<file path="config.mk">
export PLATFORM = sky130hd
export DESIGN_NAME = hazard_scoreboard
export DESIGN_NICKNAME = d
export VERILOG_FILES = /design/src/rtl/hazard_pkg.sv /design/src/rtl/hazard_match.sv /design/src/rtl/hazard_scoreboard.sv
export SDC_FILE = /design/constraint.sdc
export NUM_CORES = 1
export LEC_CHECK = 0
export BUFFER_PORTS_ARGS = -buffer_cell sky130_fd_sc_hd__buf_2
export CAP_MARGIN = 20
export CORE_MARGIN = 2
export CORE_UTILIZATION = 55
export DETAILED_ROUTE_END_ITERATION = 7
export PLACE_DENSITY_LB_ADDON = 0.12
export SLEW_MARGIN = 5
export SYNTH_ARGS = -nofsm -noshare
export SYNTH_HDL_FRONTEND = slang
export SYNTH_SLANG_ARGS = --single-unit
</file>
<file path="constraint.sdc">
create_clock -name clk -period 5.35 [get_ports clk]
set_input_delay 1.07 -clock clk [delete_from_list [all_inputs] [get_ports clk]]
set_output_delay 1.07 -clock clk [all_outputs]
set_load 0.02 [all_outputs]
</file>
<file path="src/rtl/hazard_pkg.sv">
`default_nettype none
// ============================================================================
// Module : hazard_pkg
// Brief  : Shared types and encodings for the pipeline hazard scoreboard.
// Rev    : 1.0  initial release
// ============================================================================
package hazard_pkg;

    // Destination field is sized for the largest supported register file; narrower indices are zero-extended.
    localparam int RD_W   = 8;
    localparam int FWD_RF = 0;

    typedef struct packed {
        logic            valid;
        logic [RD_W-1:0] rd;
        logic            is_load;
    } slot_t;

endpackage
`default_nettype wire

</file>
<file path="src/rtl/hazard_match.sv">
`default_nettype none
// ============================================================================
// Module : hazard_match
// Brief  : Youngest-match priority encoder over the scoreboard slots.
// Rev    : 1.0  initial release
// ============================================================================
module hazard_match
    import hazard_pkg::*;
#(
    parameter  int DEPTH = 3,
    parameter  int RW    = 3,
    localparam int SW    = $clog2(DEPTH + 1)
) (
    input  slot_t [DEPTH-1:0] i_slots,
    input  logic              i_en,
    input  logic [RW-1:0]     i_src,
    output logic              o_hit,
    output logic [SW-1:0]     o_idx,
    output logic              o_is_load
);

    // Scanning oldest to youngest lets the lowest matching index overwrite the rest.
    always_comb begin
        o_hit     = 1'b0;
        o_idx     = '0;
        o_is_load = 1'b0;
        if (i_en) begin
            for (int i = DEPTH - 1; i >= 0; i--) begin
                if (i_slots[i].valid && (i_slots[i].rd == RD_W'(i_src))) begin
                    o_hit     = 1'b1;
                    o_idx     = SW'(i);
                    o_is_load = i_slots[i].is_load;
                end
            end
        end
    end

endmodule
`default_nettype wire

</file>
<file path="src/rtl/hazard_scoreboard.sv">
`default_nettype none
// ============================================================================
// Module : hazard_scoreboard
// Brief  : ID-stage stall/forward decision over a shift scoreboard of in-flight writes.
// Rev    : 1.0  initial release
// ============================================================================
module hazard_scoreboard
    import hazard_pkg::*;
#(
    parameter  int NREG      = 8,
    parameter  int DEPTH     = 3,
    parameter  int LOAD_SLOT = 2,
    parameter  int FWD       = 1,
    parameter  int RF_BYPASS = 1,
    parameter  int KILL      = 0,
    localparam int RW        = $clog2(NREG),
    localparam int SW        = $clog2(DEPTH + 1)
) (
    input  logic          clk,
    input  logic          rst,
    input  logic          id_valid,
    input  logic [1:0]    id_rs_en,
    input  logic [RW-1:0] id_rs1,
    input  logic [RW-1:0] id_rs2,
    input  logic          id_rd_en,
    input  logic [RW-1:0] id_rd,
    input  logic          id_is_load,
    input  logic          flush,
    input  logic          mem_stall,
    output logic          stall,
    output logic [SW-1:0] fwd_a,
    output logic [SW-1:0] fwd_b,
    output logic          busy,
    output logic [15:0]   stall_count
);

    slot_t [DEPTH-1:0] slot_q, slot_d, w_killed;
    logic  [15:0]      count_q, count_d;

    logic          w_hit_a, w_hit_b, w_ld_a, w_ld_b;
    logic [SW-1:0] w_idx_a, w_idx_b;
    logic [SW:0]   w_res_a, w_res_b;
    logic          w_issue;

    hazard_match #(.DEPTH(DEPTH), .RW(RW)) u_match_a (
        .i_slots   (slot_q),
        .i_en      (id_rs_en[0]),
        .i_src     (id_rs1),
        .o_hit     (w_hit_a),
        .o_idx     (w_idx_a),
        .o_is_load (w_ld_a)
    );

    hazard_match #(.DEPTH(DEPTH), .RW(RW)) u_match_b (
        .i_slots   (slot_q),
        .i_en      (id_rs_en[1]),
        .i_src     (id_rs2),
        .o_hit     (w_hit_b),
        .o_idx     (w_idx_b),
        .o_is_load (w_ld_b)
    );

    // Returns {ready, fwd}; the consumer meets its producer one slot further along in EX.
    function automatic logic [SW:0] resolve(input logic hit, input logic [SW-1:0] idx,
                                            input logic is_load);
        logic [SW-1:0] nxt;
        nxt = idx + SW'(1);
        if (!hit)
            return {1'b1, SW'(FWD_RF)};
        if ((RF_BYPASS != 0) && (idx == SW'(DEPTH - 1)))
            return {1'b1, SW'(FWD_RF)};
        if (FWD == 0)
            return {1'b0, SW'(FWD_RF)};
        if (is_load)
            return {(nxt >= SW'(LOAD_SLOT)), nxt};
        return {(nxt <= SW'(DEPTH - 1)), nxt};
    endfunction

    always_comb begin
        w_res_a = resolve(w_hit_a, w_idx_a, w_ld_a);
        w_res_b = resolve(w_hit_b, w_idx_b, w_ld_b);
        stall   = id_valid & ~flush & ~(w_res_a[SW] & w_res_b[SW]);
        fwd_a   = w_res_a[SW-1:0];
        fwd_b   = w_res_b[SW-1:0];
        w_issue = id_valid & id_rd_en & ~stall & ~flush;
    end

    always_comb begin
        w_killed = slot_q;
        if (flush) begin
            for (int i = 0; i < KILL; i++)
                w_killed[i].valid = 1'b0;
        end
        slot_d = w_killed;
        if (!mem_stall) begin
            for (int i = 1; i < DEPTH; i++)
                slot_d[i] = w_killed[i-1];
            slot_d[0] = w_issue ? '{valid: 1'b1, rd: RD_W'(id_rd), is_load: id_is_load} : '0;
        end
    end

    always_comb begin
        count_d = count_q;
        if (stall && !mem_stall && (count_q != 16'hFFFF))
            count_d = count_q + 16'd1;
    end

    always_ff @(posedge clk) begin
        if (!rst) begin
            slot_q  <= '0;
            count_q <= '0;
        end else begin
            slot_q  <= slot_d;
            count_q <= count_d;
        end
    end

    always_comb begin
        busy = 1'b0;
        for (int i = 0; i < DEPTH; i++)
            busy = busy | slot_q[i].valid;
        stall_count = count_q;
    end

endmodule
`default_nettype wire

</file>
## Word-level counts from Yosys, hierarchy flattened

Index checks and enable logic that the tools add are counted.

| word-level totals | value |
|---|---|
| flip-flop bits (word level) | 46 |
| output and inout port bits | 22 |
| logic and storage cells | 93 |
| input port bits | 18 |

| cells by class | value |
|---|---|
| magnitude comparators | 4 |
| mux-type cells | 47 |
| bitwise operators | 11 |
| eq/ne operators | 9 |
| reductions and logical operators | 9 |
| add/sub/neg operators | 3 |

Operators with widths:

| cell | count |
|---|---|
| $eq A8 B3 Y1 | 6 |
| $mux W3 | 12 |
| $mux W1 | 26 |
| $add A16 B1 Y16 const B | 1 |
| $mux W2 | 8 |
| $ne A16 B16 Y1 const B | 1 |
| $mux W10 | 1 |
| $logic_and A1 B1 Y1 | 8 |
| $and A1 B1 Y1 | 6 |
| $add A2 B1 Y2 const B | 2 |
| $eq A2 B2 Y1 const B | 2 |
| $ge A2 B2 Y1 const B | 2 |
| $le A2 B2 Y1 const B | 2 |
| $not A1 Y1 | 3 |
| $or A1 B1 Y1 | 2 |
| $logic_not A1 Y1 | 1 |

## Logic depth before layout (Yosys ltp)

Gate-level depths: netlist of run 1.

| depth | value |
|---|---|
| word-level depth | 21 |
| depth in mapped cells | 12 |
| mapped depth without buffers | 11 |

## Modules after synthesis

Synthesis of run 1 repeated with hierarchy kept, for this count alone.

| second synthesis, totals | value |
|---|---|
| cell total of the unflattened synthesis | 246 |
| area, all modules | 2,112.0 µm² |

By module, submodules not included:

| module | area each (µm²) | instances | seq. area each (µm²) | cells each |
|---|---|---|---|---|
| hazard_scoreboard | 1,604.0 | 1 | 620.6 | 182 |
| hazard_match | 254.0 | 2 | 0.0 | 32 |

## Worst setup path before layout of run 1

OpenSTA, ideal clock, no wires.

| timing | value |
|---|---|
| path kind | input port to output port |
| start | input id_rs2[1] |
| end | output stall |
| stages | 10 |
| path slack | 1.077 ns |
| data arrival time | 3.203 ns |
| buffers on the path | 0 |
| required time | 4.280 ns |
| cell sequence | xnor2_1 -> and4_4 -> nor2_1 -> nand3_1 -> inv_1 -> ha_1 -> a311oi_1 -> or4b_4 -> and4_1 -> nor2_1 |

| on the way | value |
|---|---|
| cells in the longest elaborated chain, start to end | 15 |
| elaborated cells between the ends (all ways) | 35 |
| classes of those cells | 1 x add/sub; 2 x order compare; 4 x eq/ne; 22 x mux; 3 x bitwise; 3 x reduce/logical |

Ends and longest elaborated chain:

| what | line | text |
|---|---|---|
| from (decl) | hazard_scoreboard.sv:24 | `input logic [RW-1:0] id_rs2,` |
| $eq A8 B3 Y1 | hazard_match.sv:29 | `if (i_slots[i].valid && (i_slots[i].rd == RD_W'(i_src))) begin` |
| $logic_and A1 B1 Y1 | hazard_match.sv:29 |  |
| $mux W2 or $mux W1 (tied branches) (3 in series) | hazard_match.sv:29 |  |
| $mux W2 or $mux W1 (tied branches) | hazard_match.sv:27 | `if (i_en) begin` |
| $add A2 B1 Y2, or another cell as far along | hazard_scoreboard.sv:67 | `nxt = idx + SW'(1);` |
| $ge A2 B2 Y1, or another cell as far along | hazard_scoreboard.sv:75 | `return {(nxt >= SW'(LOAD_SLOT)), nxt};` |
| $mux W3 or $mux W1 (tied branches) | hazard_scoreboard.sv:74, hazard_scoreboard.sv:70 |  |
| $mux W3 | hazard_scoreboard.sv:76 | `return {(nxt <= SW'(DEPTH - 1)), nxt};` |
| $mux W3 | hazard_scoreboard.sv:72 | `if (FWD == 0)` |
| $mux W3 (*) | hazard_scoreboard.sv:70 | `if ((RF_BYPASS != 0) && (idx == SW'(DEPTH - 1)))` |
| $and A1 B1 Y1 (*) | hazard_scoreboard.sv:82 | `stall = id_valid & ~flush & ~(w_res_a[SW] & w_res_b[SW]);` |
| $not A1 Y1 (*) | hazard_scoreboard.sv:82 |  |
| $and A1 B1 Y1 (*) | hazard_scoreboard.sv:82 |  |
| to (decl) | hazard_scoreboard.sv:30 | `output logic stall,` |

Every way passes the cells marked *; elsewhere a longest branch is shown, timed or not. The select of a mux whose other input is x is not followed.

## Worst setup path after layout of run 1

| timing | value |
|---|---|
| start | input id_rs2[2] |
| end | output stall |

The elaborated chain is that of the path after synthesis.

==> key figures, run 1 <==
Outcome
  • Status: finished, final reports clean

Timing
  • Period minus WS final: 4.51 ns
  • Period utilization: 84.2%
  • Least-Margin Pin Slew: 0.649 ns
  • Final hold vios: 0
  • Setup ws final: 0.845 ns
  • Setup-failing EPs final: 0
  • Achievable Freq: 222 MHz
  • Setup TNS: 0 ns
  • Max-slew violations: 0
  • Unrepaired setup endpoints after global routing: no
  • Worst clock skew: 0.00768 ns
  • Slew HR: 56.7%

Floorplanning
  • Row count: 21
  • Chip height: 62.4 microns
  • Die width: 62.4 microns
  • Core area: 3310 sq um
  • Io pins: 40
  • Die area: 3900 sq um
  • Initial Utilization: 56.7%

Setup path
  • R2r setup slk: 2.16 ns
  • Max incr delay on CP: 0.51 ns
  • Buf/Inv on CP: 3
  • Critical Path Source Type: primary input
  • Critical path arrival: 3.44 ns
  • Worst Setup SP: id_rs2[2]
  • Reg2reg path depth: 11
  • Reg2reg end: stall_count[5]
  • Worst setup EP type: output port
  • CP cell instances: buf_2 -> xnor2_1 -> and4_4 -> nor2_1 -> nand3_1 -> inv_1 -> ha_1 -> a311oi_1 -> or4b_4 -> and4_1 -> nor2_1 -> buf_2
  • Critical R2R Launch: slot_q[12]
  • WP data required: 4.28 ns
  • Crit path max-delay family: simple AND/OR/NAND/NOR gates
  • Largest fanout on the critical path: 3
  • Kind of critical path: in -> out
  • Critical path's slowest cell: or4b_4

Place
  • Routability cong.: 0.861
  • Placed Cells: 299
  • Pre-CTS setup slack: 0.842 ns
  • I/O Buffers: 39
  • Dpl hpwl: 2.90 mm

Power and ir drop
  • Power per cell area: 207 nW/um^2
  • Psw: 106 uW
  • Internal Dissipation: 343 uW
  • Clock power share: 40.8%
  • Sequential share of power: 51.9%
  • Sw frac: 23.5%
  • Gate power share: 7.3%
  • Worst-case vdd ir drop: 0.151 mV
  • Leakage: 0.883 nW

GRT
  • Antenna violations before repair: 0
  • Largest net degree at the start of global routing: 28
  • First-pass GRT wire length: 6.60 mm
  • Vias in the first global route: 1490
  • Gr ovfl total: 0
  • Total Routing Usage GR: 20.5%

Drt
  • DR vias/cell: 5.54
  • Final wirelength: 3.81 mm
  • WL/cell: 12.4 microns
  • 1st-pass router iterations: 4
  • Starting DRC count in detailed routing: 52
  • Final ANT Viol Nets: 0
  • Residual DRC: 0
  • Vias: 1700

Worst hold path
  • Class of the worst hold path: reg -> reg
  • Hold_sp: stall_count[7]
  • Hold Crit Depth: 2
  • Hold endpoint: stall_count[7]

Synth
  • Proportion of netlist area held by the largest area contributor: 33.1%
  • Yosys warning count: 0
  • Synth area leader: dfxtp_1
  • Post-synth ARST share: 0%
  • Syn Nets: 249
  • Post-Syn Area: 1880 sq um
  • Synth area leaders: dfxtp_1, xnor2_1, mux2i_1
  • Synth unique cells: 33
  • Post-synth EDFFs: 0
  • Register bit total from synthesis: 31
  • Primary FF master, synth: dfxtp_1
  • Seq/Total Area, Yosys: 33.1%
  • Mapped Cells: 222
  • Post-synthesis average cell area: 8.45 sq um

Clock network
  • Clk pin slew, worst setup/hold paths: 0.10 ns
  • CTS Sinks: 31
  • Total CTS buffers: 5
  • # H-tree levels: 2
  • Clk root buf: clkbuf_4
  • Worst skew pair latency: 0.34 ns
  • CTS tree: done
  • Hold Buf Count CTS: 0
  • Post-CTS Setup Bufs: 0
  • Clock Tree Buf Depth: 2
  • Post-cts repair resize count: 0

Cells and area
  • Commonest non-fill, non-tap cells in the layout: buf_2, dfxtp_1, nand3_1
  • Leading cell type in the layout, fill and taps excluded: buf_2
  • Share of cells above drive strength 1: 21.1%
  • Final Net Count: 287
  • Final Non-Filler Cells: 307
  • N_diodes: 0
  • Area Overhead vs Synth: 15.8%

Flow run
  • Max cap viols: 0
==> power by group through the flow <==
stage | clock (mW) | combinational (mW) | sequential, mW
floorplan | 0 | 0.0206 | 0.238
global placement | 0 | 0.0321 | 0.238
detailed placement | 0 | 0.0326 | 0.238
CTS | 0.187 | 0.0327 | 0.233
global route | 0.198 | 0.0361 | 0.233
finish | 0.183 | 0.0326 | 0.233
==> worst min-delay path, cell delays in order (launching register included) <==
cell and delay (ns):
dfxtp_1 0.34, nand2_1 0.05, mux2i_1 0.05
==> metrics by stage <==
step	utilization, %	area [sq um]	hold slack, ns	total power, mW
finish	65.6	2170	0.478	0.449
global route	65.6	2170	0.510	0.467
CTS	65.6	2170	0.479	0.453
detailed placement	63.2	2090	0.465	0.271
global placement	63.2	2090	0.459	0.271
floorplan	-	1880	0.464	0.259
==> cell families (layout without fill, tap and decap cells) <==
group	Yosys count	count (layout)	share of synthesized area [%]
AO/OA/AOI/OAI	36	36	12.9
flip-flops	31	31	33.1
AND/OR/NAND/NOR	92	92	27.1
XOR/XNOR	19	19	8.87
adder cells (fa/ha/maj)	9	9	6.00
multiplexers	14	14	7.47
buffers and inverters	21	60	4.60
==> worst max-delay path by stage <==
stage               endpoint  slack, ns  cells past startpoint
floorplan              stall       1.08                     10
global placement       stall       0.89                     12
detailed placement     stall       0.84                     12
CTS                    stall       0.84                     12
global route           stall       0.67                     12
finish                 stall       0.84                     12
==> synthesized netlist by cell type, types with 3 or more instances <==
cell,count
a21oi_1,10
and3_1,4
clkbuf_1,6
dfxtp_1,31
ha_1,9
inv_1,13
mux2i_1,14
nand2_1,18
nand2b_1,3
nand3_1,20
nand4_1,8
nor2_1,18
nor4_2,4
o21ai_0,12
o31ai_1,4
or3_1,7
or4_1,4
xnor2_1,18
==> state kept, by name, summed over array words and instances (netlist names) <==
signal / cells
slot_q: 15
stall_count: 16
==> metal layers <==
layer | vias to the layer above | routed length (microns) | track usage, %
met3 | 8 | 158 | 6.13
li1 | 881 | - | -
met1 | 779 | 1870 | 27.8
met4 | 0 | 59 | 6.11
met5 | - | 0 | 0
met2 | 32 | 1720 | 31.5
==> area by class of cell <==
type / instances / area [sq um]
Clock buffer: 5 / 37.5
Clock inverter: 3 / 43.8
Fill cell: 295 / 1140
Inverter: 13 / 48.8
Multi-Input combinational cell: 170 / 1170
Sequential cell: 31 / 621
Tap cell: 46 / 57.6
Timing Repair Buffer: 39 / 195
(Power assumes the default switching activity.)
==> run 2, diff against run 1 <==
--- a/config.mk
+++ b/config.mk
@@ -8,7 +8,7 @@
 export BUFFER_PORTS_ARGS = -buffer_cell sky130_fd_sc_hd__buf_2
 export CAP_MARGIN = 20
 export CORE_MARGIN = 2
-export CORE_UTILIZATION = 55
+export CORE_UTILIZATION = 49
 export DETAILED_ROUTE_END_ITERATION = 7
 export PLACE_DENSITY_LB_ADDON = 0.12
 export SLEW_MARGIN = 5
==> constraint.sdc (replaced) <==
create_clock -name clk -period 3.9 [get_ports clk]
set_input_delay 0.78 -clock clk [delete_from_list [all_inputs] [get_ports clk]]
set_output_delay 0.78 -clock clk [all_outputs]
set_load 0.02 [all_outputs]
==> run 2 against run 1 <==
- sequential power rose by 37%
- register-to-register slack worse by 1.4 ns
- routed wire length increased by 3.9%
- highest routed layer unchanged
- combinational power is 53% higher
- via count is 0.35% higher
- largest cell class unchanged
- final cell count increased by 3.9%
- setup slack got worse by 0.74 ns
- final area up 6.3%
==> key figures, run 2 (synthesis results as in run 1) <==
Place
  • I/O Buffers: 39 (unchanged)
  • Dpl hpwl: 2.94 mm (was 2.90 mm)
  • Routability cong.: 0.838 (was 0.861)

Drt
  • Vias: 1706 (was 1700)
  • DR vias/cell: 5.35 (was 5.54)
  • Residual DRC: 0 (unchanged)
  • Final wirelength: 3.96 mm (was 3.81 mm)
  • Final ANT Viol Nets: 0 (unchanged)
  • Starting DRC count in detailed routing: 41 (was 52)
  • WL/cell: 12.4 microns (about the same)
  • 1st-pass router iterations: 4 (unchanged)

Setup path
  • Worst setup EP type: output port (unchanged)
  • WP data required: 3.12 ns (was 4.28 ns)
  • Critical path's slowest cell: or4b_4 (unchanged)
  • CP cell instances: buf_2 -> xnor2_2 -> and4_4 -> nor2_1 -> nand3_1 -> inv_1 -> ha_1 -> a311oi_2 -> or4b_4 -> and4_1 -> nor2_1 -> buf_4 (was buf_2 -> xnor2_1 -> and4_4 -> nor2_1 -> nand3_1 -> inv_1 -> ha_1 -> a311oi_1 -> or4b_4 -> and4_1 -> nor2_1 -> buf_2)
  • Crit path max-delay family: simple AND/OR/NAND/NOR gates (unchanged)
  • Max incr delay on CP: 0.51 ns (about the same)
  • Cell mode on critical path: nor2_1
  • Largest fanout on the critical path: 3 (unchanged)
  • Critical Path Source Type: primary input (unchanged)
  • Critical path arrival: 3.02 ns (was 3.44 ns)
  • R2r setup slk: 0.77 ns (was 2.16 ns)
  • Buf/Inv on CP: 3 (unchanged)
  • Kind of critical path: in -> out (unchanged)

Timing
  • Setup-failing EPs final: 0 (unchanged)
  • Final hold vios: 0 (unchanged)
  • Worst clock skew: 0.00931 ns (was 0.00768 ns)
  • Least-Margin Pin Slew: 0.642 ns (was 0.649 ns)
  • Period minus WS final: 3.80 ns
  • Achievable Freq: 263 MHz
  • Period utilization: 97.4%
  • Slew HR: 57.2% (was 56.7%)
  • Max-slew violations: 0 (unchanged)

Clock network
  • CTS Sinks: 31 (unchanged)
  • Hold Buf Count CTS: 0 (unchanged)
  • # H-tree levels: 2 (unchanged)
  • Clock Tree Buf Depth: 2 (unchanged)
  • Clk pin slew, worst setup/hold paths: 0.07 ns (was 0.10 ns)
  • CTS tree: done (unchanged)
  • Total CTS buffers: 5 (unchanged)
  • Clk root buf: clkbuf_8 (was clkbuf_4)
  • Worst skew pair latency: 0.28 ns (was 0.34 ns)

Floorplanning
  • Row count: 22 (was 21)
  • Core area: 3660 sq um (was 3310 sq um)
  • Die width: 65.9 microns (was 62.4 microns)
  • Initial Utilization: 51.3% (was 56.7%)
  • Chip height: 65.9 microns (was 62.4 microns)
  • Die area: 4340 sq um (was 3900 sq um)
  • Io pins: 40 (unchanged)

GRT
  • Total Routing Usage GR: 19.5% (was 20.5%)
  • Largest net degree at the start of global routing: 28 (unchanged)
  • Vias in the first global route: 1531 (was 1490)
  • Antenna violations before repair: 0 (unchanged)
  • First-pass GRT wire length: 6.71 mm (was 6.60 mm)
  • Gr ovfl total: 0 (unchanged)

Flow run
  • Max cap viols: 0 (unchanged)

Worst hold path
  • Class of the worst hold path: reg -> reg (unchanged)

Cells and area
  • Final Net Count: 298 (was 287)
  • Commonest non-fill, non-tap cells in the layout: buf_2, dfxtp_1, nand3_1, nor2_1, nand2_1 (was buf_2, dfxtp_1, nand3_1)
  • N_diodes: 0 (unchanged)
  • Area Overhead vs Synth: 23.1% (was 15.8%)
  • Share of cells above drive strength 1: 26.2% (was 21.1%)
  • Max reg flops: 16 (unchanged)
  • Leading cell type in the layout, fill and taps excluded: buf_2 (unchanged)
  • Fin util: 63.1% (was 65.6%)

Power and ir drop
  • Worst-case vdd ir drop: 0.250 mV (was 0.151 mV)
  • Power per cell area: 267 nW/um^2 (was 207 nW/um^2)
  • Overall power: 617 uW (was 449 uW)
  • Leakage: 0.959 nW (was 0.883 nW)

Outcome
  • Status: finished, final reports clean (unchanged)
[run 2: cell types whose count changed in the layout (fill, tap and decap cells not counted), sizes merged]
| cell | delta |
|---|---|
| clkbuf | +1 |
| bufinv | -1 |
| buf | +11 |
| clkinv | -1 |
[run 2: final timing paths]
kind,from,end,cells past startpoint
worst max register to register,slot_q[13],stall_count[5],11
worst min-delay path,stall_count[13],stall_count[13],2
worst min register to register,stall_count[13],stall_count[13],2
worst max-delay path,id_rs2[0],stall,12
[run 2: worst reg2reg max path, cell delays in order, from the launching register on]
cell      delay, ns
dfxtp_1        0.47
xnor2_2        0.17
and4_4         0.25
nor2_1         0.04
nand3_1        0.09
inv_1          0.07
ha_1           0.21
a311oi_2       0.28
or4b_4         0.51
a41o_4         0.40
or4_1          0.43
a21oi_1        0.14
[run 2: what timing repair did]
item                                    4_1_cts  5_1_grt
resized for setup                             0        7
setup buffers                                 0        1
endpoints found under the setup margin        0        1
[run 2: layout make-up]
| type | instances | area [sq um] |
|---|---|---|
| repair buffers | 50 | 280 |
| clock inverters | 1 | 5.00 |
| inverters | 13 | 48.8 |
| multi-input cells | 170 | 1210 |
| clock buffers | 6 | 82.6 |
| fillers | 337 | 1350 |
| flip-flops and latches | 31 | 621 |
| well taps | 48 | 60.1 |
[run 2: per-stage QoR]
| step | hold WS [ns] | setup slack (ns) | instance area, sq um | TNS [ns] | cells |
|---|---|---|---|---|---|
| after CTS | 0.483 | 0.0243 | 2260 | 0 | 318 |
| after global routing | 0.507 | -0.0436 | 2310 | -0.0436 | 319 |
| after detailed placement | 0.472 | 0.0266 | 2170 | 0 | 311 |
| after floorplan | 0.464 | 0.207 | 1880 | 0 | 222 |
| after global placement | 0.461 | 0.0855 | 2170 | 0 | 311 |
| final | 0.481 | 0.103 | 2310 | 0 | 319 |
[run 2: report_power, final]
group	switching, mW	leakage [nW]	internal (mW)	total, mW
Clock	0.109	0.0470	0.138	0.247
Combinational	0.0271	0.662	0.0227	0.0498
Sequential	0.00204	0.250	0.318	0.320
Total	0.138	0.959	0.479	0.617
[run 2: routing by layer]
layer  GRT usage [%]  routed length (microns)
met4            4.69                       22
met5               0                        0
met2            31.1                     1800
met1            26.2                     1970
met3            5.11                      165
==> run 3, diff against run 2 <==
--- a/config.mk
+++ b/config.mk
@@ -6,12 +6,12 @@
 export NUM_CORES = 1
 export LEC_CHECK = 0
 export BUFFER_PORTS_ARGS = -buffer_cell sky130_fd_sc_hd__buf_2
-export CAP_MARGIN = 20
 export CORE_MARGIN = 2
-export CORE_UTILIZATION = 49
+export CORE_UTILIZATION = 50
 export DETAILED_ROUTE_END_ITERATION = 7
 export PLACE_DENSITY_LB_ADDON = 0.12
 export SLEW_MARGIN = 5
 export SYNTH_ARGS = -nofsm -noshare
 export SYNTH_HDL_FRONTEND = slang
+export SYNTH_HIERARCHICAL = 1
 export SYNTH_SLANG_ARGS = --single-unit
==> run 3 against run 2 <==
- synthesized cell count up 11%
- final cell count up 18%
- die area up 9.6%
- sequential share of layout area down 3.2 points
- utilization up 2.1 points
- worst hold slack better by 0.015 ns
- highest routed layer unchanged
==> key figures, run 3 <==
Drt
  • Final wirelength: 4.65 mm (was 3.96 mm)
  • Starting DRC count in detailed routing: 97 (was 41)
  • Vias: 1998 (was 1706)
  • DR vias/cell: 5.33 (was 5.35)
  • Residual DRC: 0 (unchanged)
  • 1st-pass router iterations: 4 (unchanged)
  • WL/cell: 12.4 microns (about the same)
  • Final ANT Viol Nets: 0 (unchanged)

Clock network
  • # H-tree levels: 2 (unchanged)
  • Worst skew pair latency: 0.28 ns (about the same)
  • Total CTS buffers: 5 (unchanged)
  • CTS Sinks: 31 (unchanged)
  • Clock Tree Buf Depth: 2 (unchanged)
  • Clk root buf: clkbuf_8 (unchanged)
  • Post-CTS Setup Bufs: 0 (unchanged)
  • CTS tree: done (unchanged)
  • Clk pin slew, worst setup/hold paths: 0.07 ns (about the same)

Setup path
  • Largest fanout on the critical path: 4 (was 3)
  • Critical R2R Launch: slot_q[29] (was slot_q[13])
  • Kind of critical path: in -> out (unchanged)
  • Reg2reg path depth: 11 (unchanged)
  • Worst Setup SP: id_rs2[2] (was id_rs2[0])
  • R2r setup slk: 0.67 ns (was 0.77 ns)
  • Critical path arrival: 2.92 ns (was 3.02 ns)
  • Worst setup EP type: output port (unchanged)
  • WP data required: 3.12 ns (about the same)
  • Critical Path Source Type: primary input (unchanged)
  • Reg2reg end: stall_count[11] (was stall_count[5])

Synth
  • Yosys warning count: 6 (was 0)
  • Post-synthesis average cell area: 8.59 sq um (was 8.45 sq um)
  • Seq/Total Area, Yosys: 29.4% (was 33.1%)
  • Post-Syn Area: 2110 sq um (was 1880 sq um)
  • Synth area leaders: dfxtp_1, mux2i_1, ha_1 (was dfxtp_1, xnor2_1, mux2i_1)
  • Synth area leader: dfxtp_1 (unchanged)
  • Synth unique cells: 51 (was 33)
  • Mapped Cells: 246 (was 222)
  • Most frequent cell after synthesis: dfxtp_1 (unchanged)
  • Post-synth EDFFs: 0 (unchanged)
  • Post-synth ARST share: 0% (unchanged)
  • Register bit total from synthesis: 31 (unchanged)
  • Primary FF master, synth: dfxtp_1 (unchanged)
  • Proportion of netlist area held by the largest area contributor: 29.4% (was 33.1%)
  • Most instantiated cells after synthesis: dfxtp_1, nor2_1 (was dfxtp_1, nand3_1, nand2_1, nor2_1, xnor2_1)

Cells and area
  • Max reg flops: 16 (unchanged)
  • Final Cell Area: 2630 sq um (was 2310 sq um)
  • Share of cells above drive strength 1: 21.8% (was 26.2%)
  • N_diodes: 0 (unchanged)
  • Fin util: 65.2% (was 63.1%)
  • Fill count: 366 (was 337)
  • Final Net Count: 351 (was 298)
  • Leading cell type in the layout, fill and taps excluded: conb_1 (was buf_2)
  • Commonest non-fill, non-tap cells in the layout: conb_1, buf_2, dfxtp_1, nor2_1 (was buf_2, dfxtp_1, nand3_1, nor2_1, nand2_1)
  • Area Overhead vs Synth: 24.4% (was 23.1%)

Floorplanning
  • Die width: 69.0 microns (was 65.9 microns)
  • Initial Utilization: 52.4% (was 51.3%)
  • Io pins: 40 (unchanged)
  • Die area: 4760 sq um (was 4340 sq um)
  • Chip height: 69.0 microns (was 65.9 microns)
  • Row count: 23 (was 22)
  • Core area: 4030 sq um (was 3660 sq um)

Place
  • I/O Buffers: 39 (unchanged)
  • Dpl hpwl: 3.50 mm (was 2.94 mm)
  • Routability cong.: 0.839 (was 0.838)
  • Area post-placement: 2500 sq um (was 2170 sq um)

Timing
  • Worst hold margin: 0.496 ns (was 0.481 ns)
  • Worst clock skew: 0.0137 ns (was 0.00931 ns)
  • Setup TNS: 0 ns (unchanged)
  • Period minus WS final: 3.70 ns (was 3.80 ns)
  • Unrepaired setup endpoints after global routing: no
  • Final hold vios: 0 (unchanged)
  • Least-Margin Pin Slew: 0.856 ns (was 0.642 ns)
  • Slew HR: 42.9% (was 57.2%)
  • Setup-failing EPs final: 0 (unchanged)
  • Achievable Freq: 270 MHz (was 263 MHz)
  • Max-slew violations: 0 (unchanged)
  • Period utilization: 94.8% (was 97.4%)

Power and ir drop
  • Overall power: 653 uW (was 617 uW)
  • Worst-case vdd ir drop: 0.266 mV (was 0.250 mV)
  • Leakage: 1.05 nW (was 0.959 nW)
  • Power per cell area: 248 nW/um^2 (was 267 nW/um^2)

Worst hold path
  • Hold Crit Depth: 2 (unchanged)
  • Hold endpoint: stall_count[5] (was stall_count[13])
  • Hold_sp: stall_count[5] (was stall_count[13])
  • Class of the worst hold path: reg -> reg (unchanged)

GRT
  • Vias in the first global route: 1734 (was 1531)
  • Antenna violations before repair: 0 (unchanged)
  • Total Routing Usage GR: 21.6% (was 19.5%)
  • First-pass GRT wire length: 7.78 mm (was 6.71 mm)
  • Largest net degree at the start of global routing: 27 (was 28)
  • Gr ovfl total: 0 (unchanged)

Outcome
  • Status: finished, final reports clean (unchanged)

Flow run
  • Max cap viols: 0 (unchanged)
-- run 3: cell types whose count changed after synthesis, sizes merged, moves of 5 or more --
cell	change
nor3	+7
or4b	+7
inv	-5
and2	+5
xnor2	-6
o21ai	-8
buf	+6
nand3	-10
xor2	+5
nand2	-6
nor2	+7
-- run 3: worst max path at each step --
stage,endpoint,slack [ns]
2_1_floorplan,stall,0.30
3_3_place_gp,stall,0.16
3_5_place_dp,stall,0.11
4_1_cts,stall,0.10
5_1_grt,stall,0.03
6_report,stall,0.20
-- run 3: final cells by class --
class,instances,area (sq um),share of cell area [%]
repair buffers,42,218,8.29
multi-input cells,235,1590,60.4
clock inverters,1,7.51,0.286
inverters,9,33.8,1.29
well taps,50,62.6,2.38
flip-flops and latches,31,622,23.7
clock buffers,7,96.3,3.67
-- run 3: power breakdown --
group / switching [mW] / internal [mW] / leakage (nW) / total (mW)
registers: 0.00207 / 0.318 / 0.250 / 0.320
clock network: 0.120 / 0.160 / 0.0505 / 0.281
logic: 0.0317 / 0.0204 / 0.754 / 0.0521
total: 0.154 / 0.499 / 1.05 / 0.653
-- run 3: repair_timing --
action	in CTS	in global routing
hold buffers	0	0
endpoints found under the setup margin	0	1
resized for setup	0	6
-- run 3: kinds of logic (layout without fill, tap and decap cells) --
family,after synthesis,after routing,synth area share (%)
other,1,40,0.178
adder cells (fa/ha/maj),9,9,5.33
flip-flops,31,31,29.4
buffers and inverters,19,59,3.85
XOR/XNOR,18,18,7.46
multiplexers,12,12,5.69
AO/OA/AOI/OAI,43,43,14.3
AND/OR/NAND/NOR,113,113,33.8
-- run 3: metrics by stage --
stage          worst slack [ns]  cells
6_report                  0.203    375
5_1_grt                  0.0262    375
3_3_place_gp              0.162    367
4_1_cts                   0.105    375
2_1_floorplan             0.299    285
3_5_place_dp              0.107    367
-- run 3: metal layers --
metal,GRT usage (%),vias up,share of wire [%]
li1,-,1029,-
met1,30.2,926,49
met2,34.1,39,46
met3,4.87,4,3.8
met4,4.41,0,0.90
met5,0,-,0
-- run 3: critical path, cell delays in order --
cell	delay, ns
buf_2	0.13
xnor2_1	0.17
nand3_1	0.17
or2_2	0.33
and3_1	0.21
inv_1	0.11
ha_1	0.24
nand2b_1	0.15
a21oi_2	0.21
nor2_1	0.06
nor3b_1	0.17
buf_2	0.19
